[config.mk]
export PLATFORM = sky130hd
export DESIGN_NAME = booth4_multiplier
export DESIGN_NICKNAME = d
export VERILOG_FILES = /design/src/rtl/booth4_multiplier.sv
export SDC_FILE = /design/constraint.sdc
export NUM_CORES = 1
export LEC_CHECK = 0
export BUFFER_PORTS_ARGS = -buffer_cell sky130_fd_sc_hd__buf_4
export CORE_MARGIN = 2
export CORE_UTILIZATION = 50
export DETAILED_ROUTE_END_ITERATION = 10
export PLACE_DENSITY = 0.72
export SLEW_MARGIN = 20
export SYNTH_ARGS = -nofsm -noshare
export SYNTH_HDL_FRONTEND = slang
export SYNTH_SLANG_ARGS = --single-unit
[constraint.sdc]
create_clock -name clk -period 8.15 [get_ports clk]
set_clock_uncertainty 0.2 [all_clocks]
set_input_delay 1.2225 -clock clk [delete_from_list [all_inputs] [get_ports clk]]
set_output_delay 1.2225 -clock clk [all_outputs]
set_load 0.1 [all_outputs]
[src/rtl/booth4_multiplier.sv]
// Iterative radix-4 Booth multiplier: retires two multiplier bits per clock and
// produces the full 2*WIDTH-bit signed or unsigned product.
module booth4_multiplier #(
  parameter int WIDTH = 32
) (
  input  logic               clk,
  input  logic               reset,
  input  logic               op_start,
  input  logic               op_clear,
  input  logic               signed_mode,
  input  logic [WIDTH-1:0]   multiplier,
  input  logic [WIDTH-1:0]   multiplicand,
  output logic               op_busy,
  output logic               op_done,
  output logic [2*WIDTH-1:0] result
);

  localparam int MW = WIDTH + 2;       // extended operand width
  localparam int HW = WIDTH + 4;       // accumulator upper half (holds +/-2M sums)
  localparam int AW = 2 * WIDTH + 6;   // full accumulator
  localparam int CW = $clog2(WIDTH / 2 + 2);

  typedef enum logic [1:0] {IDLE, EXEC, DONE} state_t;

  state_t          state;
  logic [MW-1:0]   mcand;
  logic [MW:0]     mreg;               // extended multiplier plus guard bit m[-1]
  logic [AW-1:0]   acc, acc_nxt;
  logic [CW-1:0]   cnt;
  logic            sgn;
  logic [HW-1:0]   m_ext, term, upper;

  // Terms enter at bit WIDTH+2, so after N shifts the accumulator holds the
  // product scaled by 4 (signed, N=WIDTH/2) or by 1 (unsigned, N=WIDTH/2+1).
  always_comb begin
    m_ext = {{2{mcand[MW-1]}}, mcand};
    term  = '0;
    case (mreg[2:0])
      3'b001, 3'b010: term = m_ext;
      3'b011:         term = m_ext << 1;
      3'b100:         term = -(m_ext << 1);
      3'b101, 3'b110: term = -m_ext;
      default:        term = '0;
    endcase
    upper   = acc[AW-1 -: HW] + term;
    acc_nxt = {{2{upper[HW-1]}}, upper, acc[AW-HW-1:2]};
  end

  always_ff @(posedge clk) begin
    if (reset || op_clear) begin
      state   <= IDLE;
      op_busy <= 1'b0;
      op_done <= 1'b0;
      result  <= '0;
      cnt     <= '0;
      acc     <= '0;
      mcand   <= '0;
      mreg    <= '0;
      sgn     <= 1'b0;
    end else begin
      case (state)
        IDLE: if (op_start) begin
          state   <= EXEC;
          op_busy <= 1'b1;
          sgn     <= signed_mode;
          acc     <= '0;
          if (signed_mode) begin
            mcand <= {{2{multiplicand[WIDTH-1]}}, multiplicand};
            mreg  <= {{2{multiplier[WIDTH-1]}}, multiplier, 1'b0};
            cnt   <= CW'(WIDTH / 2);
          end else begin
            mcand <= {2'b00, multiplicand};
            mreg  <= {2'b00, multiplier, 1'b0};
            cnt   <= CW'(WIDTH / 2 + 1);
          end
        end
        EXEC: begin
          acc  <= acc_nxt;
          mreg <= {{2{mreg[MW]}}, mreg[MW:2]};
          cnt  <= cnt - 1'b1;
          if (cnt == CW'(1)) begin
            state   <= DONE;
            op_busy <= 1'b0;
            op_done <= 1'b1;
            result  <= sgn ? acc_nxt[2*WIDTH+1:2] : acc_nxt[2*WIDTH-1:0];
          end
        end
        DONE: ;
        default: state <= IDLE;
      endcase
    end
  end

endmodule

==> results.md, run 1 <==
- Commonest non-fill, non-tap cell in the layout: nand2_1
- RSZ-0062 raised after global routing: false
- Area growth, synth to finish: 15.2%
- DRC: 0
- Total gr overflow: 0
- Largest net degree at the start of global routing: 116
- Number of CTS-inserted buffers: 24
- Crit Path Class: register to register
- EDFF count, synth: 0
- Final instance area: 13700 um2
- DP Area: 12900 um2
- Vias in the first global route: 9985
- Fraction of layout cells with a size suffix above 1: 14.5%
- Cell Area, Synth: 11900 um2
- Core Area: 23400 um2
- LEAKAGE: 5.24 nW
- Area of the multi-input gates: 7110 um2
- DR WL/cell: 16.8 um
- Fill cells: 2271
- Slew margin rel.: 36.5%
- Post-synthesis cell count: 1542
- # setup viols final: 0
- Clk slew on worst S/H paths: 0.06 ns
- Final Hold Vio Count: 0
- Worst Hold Class: register to register
- Cts repair resizes: 0
- Largest area contributor in the netlist: dfxtp_1
- Die height: 158 um
- Synth async-reset ratio: 0%
- Clock sink count: 208
- GRT Resource Usage Total: 25.2%
- VDD IR max: 0.136 mV
- Synth Register Bits: 208
- CP Launch Type: register
- Clk Latency, worst-skew pair: 0.54 ns
- Iteration count of the initial detailed-routing pass: 5
- Peak Freq: 181 MHz
- Worst Path Max Fanout: 8
- I/O pins: 135
- Final wirelength: 32500 um
- Site Rows: 56
- Fin util: 58.5%
- Power Density: 176 nW/um2
- ANT cells: 0
- Initial antenna violation count: 0
- Clock Tree Buf Depth: 3
- Post-synth top area share: 35.0%
- YS warnings: 0
- Net Count, Synth: 1650
- CP required: 8.36 ns
- Fin cells: 1933
- Setup TNS: 0 ns
- Die area: 25000 um2
- WP data arrival: 5.75 ns
- Placed cells: 1889
- Critical Path Sink Type: register
- Final Wtd Congestion: 0.952
- Sequential share of the synthesized area: 35.0%
- Clk root buf: clkbuf_16
- Final period utilization: 67.9%
- Post-CTS Setup Repair Bufs: 0
- CTS tree: yes
- H-tree Lvls: 1
- Remaining antenna violation count: 0
- Most frequent cells in the layout: 228 x nand2_1, 207 x dfxtp_1, 206 x a21oi_1
- Starting Density: 50.8%
- Count of cell types in the netlist: 73
- Dpl hpwl: 21800 um
- Slew of the pin with the lowest slew margin: 0.928 ns
- Hold_buf cts: 0
- Outcome: finished, final reports clean
- DR iter-0 viols: 998
- PortBufs: 134
- First-pass GRT wire length: 51800 um
- Max-Cap Viols: 0
- Synth Flop Type: dfxtp_1
- Vias/cell: 5.90
- Syn_area_per_cell: 7.71 um2
- Number of nets in the layout: 1704
- DR vias: 11403
- Min cycle time layout: 5.53 ns
- Synth top area cells: dfxtp_1 35%, a21oi_1 8.7%, nand2_1 7.2%
- Die width: 158 um
- Final-report max-slew violation count: 0
- Storage cell area: 4170 um2
logic make-up (layout without fill, tap and decap cells):
| logic type | count (synthesis) | count (layout) | synth area share (%) |
|---|---|---|---|
| AND/OR/NAND/NOR | 542 | 542 | 20.4 |
| AO/OA/AOI/OAI | 493 | 493 | 25.5 |
| flip-flops | 208 | 208 | 35.0 |
| buffers and inverters | 141 | 213 | 5.50 |
| XOR/XNOR | 66 | 66 | 4.86 |
| multiplexers | 53 | 53 | 4.47 |
| adder cells (fa/ha/maj) | 39 | 39 | 4.17 |
state kept, by name, indices dropped and copies added, names as in the netlist:
register and count:
op_busy 1, result 64, mcand 33, op_done 1
acc 66, cnt 5, mreg 35, sgn 1
state 2
final cells by class:
class	instances	area share [%]
Tap cell	319	2.92
Clock inverter	11	0.914
Inverter	20	0.548
Timing Repair Buffer	149	8.34
Sequential cell	208	30.4
Multi-Input combinational cell	1193	51.9
Clock buffer	33	4.93
cell usage after synthesis, drive strengths merged, types with 7 or more instances:
cell type	count
nand2	231
ha	38
inv	20
xor2	30
or3	18
nor3	30
xnor2	36
nor4	7
and3	9
clkbuf	100
a21o	11
dfxtp	208
a31oi	14
or4	8
nand4	8
nand2b	12
or2	12
mux2i	52
buf	19
a211oi	46
o21ai	87
a21oi	206
nor2	135
nand3	54
a22oi	66
o211ai	8
path summary, 6_finish.rpt:
kind	start	endpoint	slack, ns	cells after the start
min	mreg[24]$_SDFFE_PP0P_	mreg[24]$_SDFFE_PP0P_	0.25	2
max	mcand[0]$_SDFFE_PP0P_	acc[65]$_SDFFE_PP0P_	2.62	19
min reg2reg	mreg[24]$_SDFFE_PP0P_	mreg[24]$_SDFFE_PP0P_	0.25	2
max reg2reg	mcand[0]$_SDFFE_PP0P_	acc[65]$_SDFFE_PP0P_	2.62	19
critical path, stage by stage, from the launching register on:
cell and delay (ns):
dfxtp_1 0.33, inv_1 0.09, ha_1 0.21, or3b_2 0.52
or2_2 0.39, or3_2 0.49, or2_2 0.34, nand2_1 0.09
xnor2_1 0.09, a221oi_1 0.32, a21oi_1 0.10, ha_1 0.44
a21oi_1 0.25, o21ai_0 0.20, a22o_1 0.22, a21oi_1 0.30
nand2_1 0.16, a21bo_2 0.27, xor2_1 0.14, a32o_1 0.25
report_power, final:
part,total [mW],internal (mW),switching (mW)
Combinational,0.289,0.103,0.186
Clock,1.08,0.645,0.436
Sequential,1.05,1.03,0.0147
through the flow:
step / hold WS [ns] / power [mW] / worst slack [ns]
after floorplan: 0.232 / 1.27 / 3.10
after global placement: 0.243 / 1.35 / 2.82
after detailed placement: 0.247 / 1.35 / 2.75
after CTS: 0.255 / 2.43 / 2.71
after global routing: 0.270 / 2.50 / 2.27
final: 0.253 / 2.42 / 2.62
routing by layer:
layer	global-route usage, %	routed length, um	vias to the layer above
met5	0	0	-
met4	5.96	591	0
met3	3.09	2260	48
met2	38.6	14200	406
met1	37.7	15400	5319
li1	-	-	5630
No activity file was read; power rests on OpenSTA's default activity.
==> run 2, diff against run 1 <==
ABC_AREA = 1   (was unset)
PLACE_DENSITY = 0.75   (was 0.72)
clock period = 4.7 ns   (was 8.15 ns; I/O delays follow)
==> results.md, run 2 <==
- Outcome: finished, final reports clean
- Total power: 4.21 mW (+74%)
- Sequential share of the synthesized area: 34.8% (-0.27 points)
- Vias/cell: 5.48 (-7.0%)
- Number of CTS-inserted buffers: 24 (unchanged)
- CP required: 4.93 ns (-3.43 ns)
- Cell Area, Synth: 12000 um2 (+0.78%)
- Commonest non-fill, non-tap cell in the layout: nand2_1
- Most numerous cell in the Yosys netlist: nand2_1
- H-tree Lvls: 1 (unchanged)
- Core Area: 23500 um2 (+0.30%)
- Synth Flop Type: dfxtp_1
- YS warnings: 0 (unchanged)
- DR WL/cell: 15.9 um (-5.6%)
- Starting Density: 51.0% (+0.24 points)
- ANT cells: 0 (unchanged)
- Reg with most FFs: acc
- PortBufs: 134 (unchanged)
- Synth Area in Simple Gates: 31.2% (+11 points)
- Final period utilization: 87.6% (+20 points)
- Crit Path Class: register to register
- Largest net degree at the start of global routing: 105 (-9.5%)
- Vias in the first global route: 11645 (+17%)
- Peak Freq: 243 MHz (+34%)
- Power Density: 301 nW/um2 (+71%)
- Min cycle time layout: 4.12 ns (-1.42 ns)
- Synth Register Bits: 208 (unchanged)
- Die height: 159 um (+0.38%)
- Max-Cap Viols: 0 (unchanged)
- CP Launch Type: register
- VDD IR max: 0.274 mV (+100%)
- Clock Power Share: 45.4% (+0.6 points)
- Worst Hold Class: primary input to register
- Slew margin rel.: 31.7% (-4.8 points)
- Sw frac: 26.5% (+0.11 points)
- Area growth, synth to finish: 16.6%
- Initial antenna violation count: 0 (unchanged)
- Top cells by count, synth: 622 x nand2_1, 208 x dfxtp_1, 182 x a21oi_1
- Final Wtd Congestion: 0.897 (-5.8%)
- Critical Path Sink Type: register
- DR vias: 12432 (+9.0%)
- Most frequent cells in the layout: 621 x nand2_1, 207 x dfxtp_1, 182 x a21oi_1
- Synth async-reset ratio: 0% (unchanged)
- Gate power share: 11.5% (-0.5 points)
- RSZ-0062 raised after global routing: false
- Count of cell types in the netlist: 45 (-38%)
- Post-CTS Setup Repair Bufs: 0 (unchanged)
- GRT Resource Usage Total: 27.8% (+2.5 points)
- Total gr overflow: 0 (unchanged)
- Fraction of layout cells with a size suffix above 1: 12.0% (-2.5 points)
- Remaining antenna violation count: 0 (unchanged)
- DR iter-0 viols: 886 (-11%)
- Clk root buf: clkbuf_16
- Syn_area_per_cell: 6.48 um2 (-16%)
- Clock Tree Buf Depth: 3 (unchanged)
- DRC: 0 (unchanged)
- Cts repair resizes: 0 (unchanged)
- Worst Path Max Fanout: 6 (-2)
- Final-report max-slew violation count: 0 (unchanged)
- LEAKAGE: 5.85 nW (+12%)
- Post-synthesis cell count: 1849 (+20%)
- Main combinational cell family by area after synthesis: simple AND/OR/NAND/NOR gates
- Dpl hpwl: 25100 um (+15%)
- I/O pins: 135 (unchanged)
- Post-synthesis mux area share: 0% (-4.5 points)
- Max reg flops: 66 (unchanged)
- Clk slew on worst S/H paths: 0.06 ns (about the same)
- Post-synth top area share: 34.8% (-0.27 points)
- Iteration count of the initial detailed-routing pass: 5 (unchanged)
- P_sw: 1.11 mW (+75%)
- Setup TNS: 0 ns (unchanged)
- Number of nets in the layout: 2039 (+20%)
- Clock sink count: 208 (unchanged)
- Slew of the pin with the lowest slew margin: 1.02 ns (+0.0959 ns)
- Site Rows: 56 (unchanged)
- Clk Latency, worst-skew pair: 0.52 ns (-0.02 ns)
- Synth top area cells: dfxtp_1 35%, nand2_1 19%, a21oi_1 7.6%
- # setup viols final: 0 (unchanged)
- Final wirelength: 35900 um (+11%)
- EDFF count, synth: 0 (unchanged)
- Area fraction in compound gates after synthesis: 18.8% (-6.7 points)
- WP data arrival: 4.35 ns (-1.40 ns)
- Hold_buf cts: 0 (unchanged)
- P_int: 3.10 mW (+74%)
- Largest area contributor in the netlist: dfxtp_1
- Largest regs: acc (66), result (64), mreg (35)
- CTS tree: yes
- Die width: 159 um (+0.38%)
- Seq pwr share: 43.1% (-0.2 points)
- Net Count, Synth: 1957 (+19%)
- Synth Area in XOR/XNOR: 2.92% (-1.9 points)
- Final Hold Vio Count: 0 (unchanged)
- First-pass GRT wire length: 58600 um (+13%)
- Adder-Cell Fraction of Synth Area: 4.14% (-0.032 points)
- Die area: 25200 um2 (+0.76%)
run 2: changes by cell type in the layout (fill, tap and decap cells not counted), moves of 17 or more:
| cell | delta |
|---|---|
| a211oi_1 | -43 |
| inv_1 | +137 |
| nand3_1 | +49 |
| mux2i_1 | -52 |
| a31oi_1 | +56 |
| o21ai_0 | +29 |
| a21oi_1 | -24 |
| a22oi_1 | -65 |
| xnor2_1 | -28 |
| nand2_1 | +393 |
| nor3_1 | -17 |
| nor2_1 | -36 |
run 2: final timing paths:
kind	from	to	slack, ns	depth (start not counted)
setup / recovery	mcand[1]$_SDFFE_PP0P_	result[55]$_SDFFE_PP0P_	0.58	25
hold / removal	multiplicand[10]	mcand[10]$_SDFFE_PP0P_	0.25	3
setup reg to reg	mcand[1]$_SDFFE_PP0P_	result[55]$_SDFFE_PP0P_	0.58	25
hold reg to reg	cnt[1]$_SDFFE_PP0P_	cnt[1]$_SDFFE_PP0P_	0.26	2
run 2: critical path, stage by stage (launching register included):
cell       delay [ns]
dfxtp_1          0.29
inv_1            0.15
ha_1             0.27
nand2_2          0.11
inv_1            0.07
nand4_2          0.10
nor2_2           0.17
nand2_1          0.15
nor2_2           0.15
xor2_1           0.16
inv_1            0.06
nand2_1          0.05
o2111ai_1        0.22
ha_1             0.47
nand2_1          0.11
nor2_1           0.18
inv_1            0.07
nor2_1           0.18
inv_1            0.08
nor2_1           0.18
nor2_1           0.08
nand2_1          0.06
nand2_1          0.09
nand3_1          0.08
nand3_1          0.12
a21oi_1          0.17
run 2: power groups by stage:
stage	registers (mW)	clock network, mW	logic, mW
after global placement	1.85	0	0.474
after floorplan	1.86	0	0.321
after global routing	1.82	2.01	0.533
final	1.81	1.91	0.484
after CTS	1.81	1.94	0.480
after detailed placement	1.85	0	0.478
run 2: cell families after synthesis:
group,count (synthesis)
and+or+nand+nor,897
AOI/OAI and AO/OA,410
xor gates and xnor gates,40
buffers and inverters,255
DFF,208
adders and majority gates,39
run 2: layer usage:
| layer | up-vias | share of wire (%) | global-route usage (%) |
|---|---|---|---|
| li1 | 6261 | - | - |
| met1 | 5762 | 43 | 35.2 |
| met2 | 339 | 48 | 48.5 |
| met3 | 70 | 5.1 | 3.45 |
| met4 | 0 | 3.5 | 9.80 |
| met5 | - | 0 | 0 |
run 2: final cells by class:
cell class | instances | area, um2
Multi-Input combinational cell | 1386 | 6860
Timing Repair Buffer | 148 | 1110
Sequential cell | 208 | 4170
Clock buffer | 37 | 751
Inverter | 163 | 614
Tap cell | 319 | 399
Clock inverter | 6 | 61.3
Fill cell | 2362 | 9500
run 2: through the flow:
step	cells	cell area, um2	hold WS (ns)	setup WS, ns	util [%]
finish	2267	14000	0.245	0.583	59.5
global placement	2224	13200	0.249	0.661	56.0
floorplan	1849	12000	0.233	1.50	-
global route	2267	14000	0.266	0.250	59.5
CTS	2267	14000	0.235	0.642	59.5
detailed placement	2224	13200	0.253	0.656	56.0
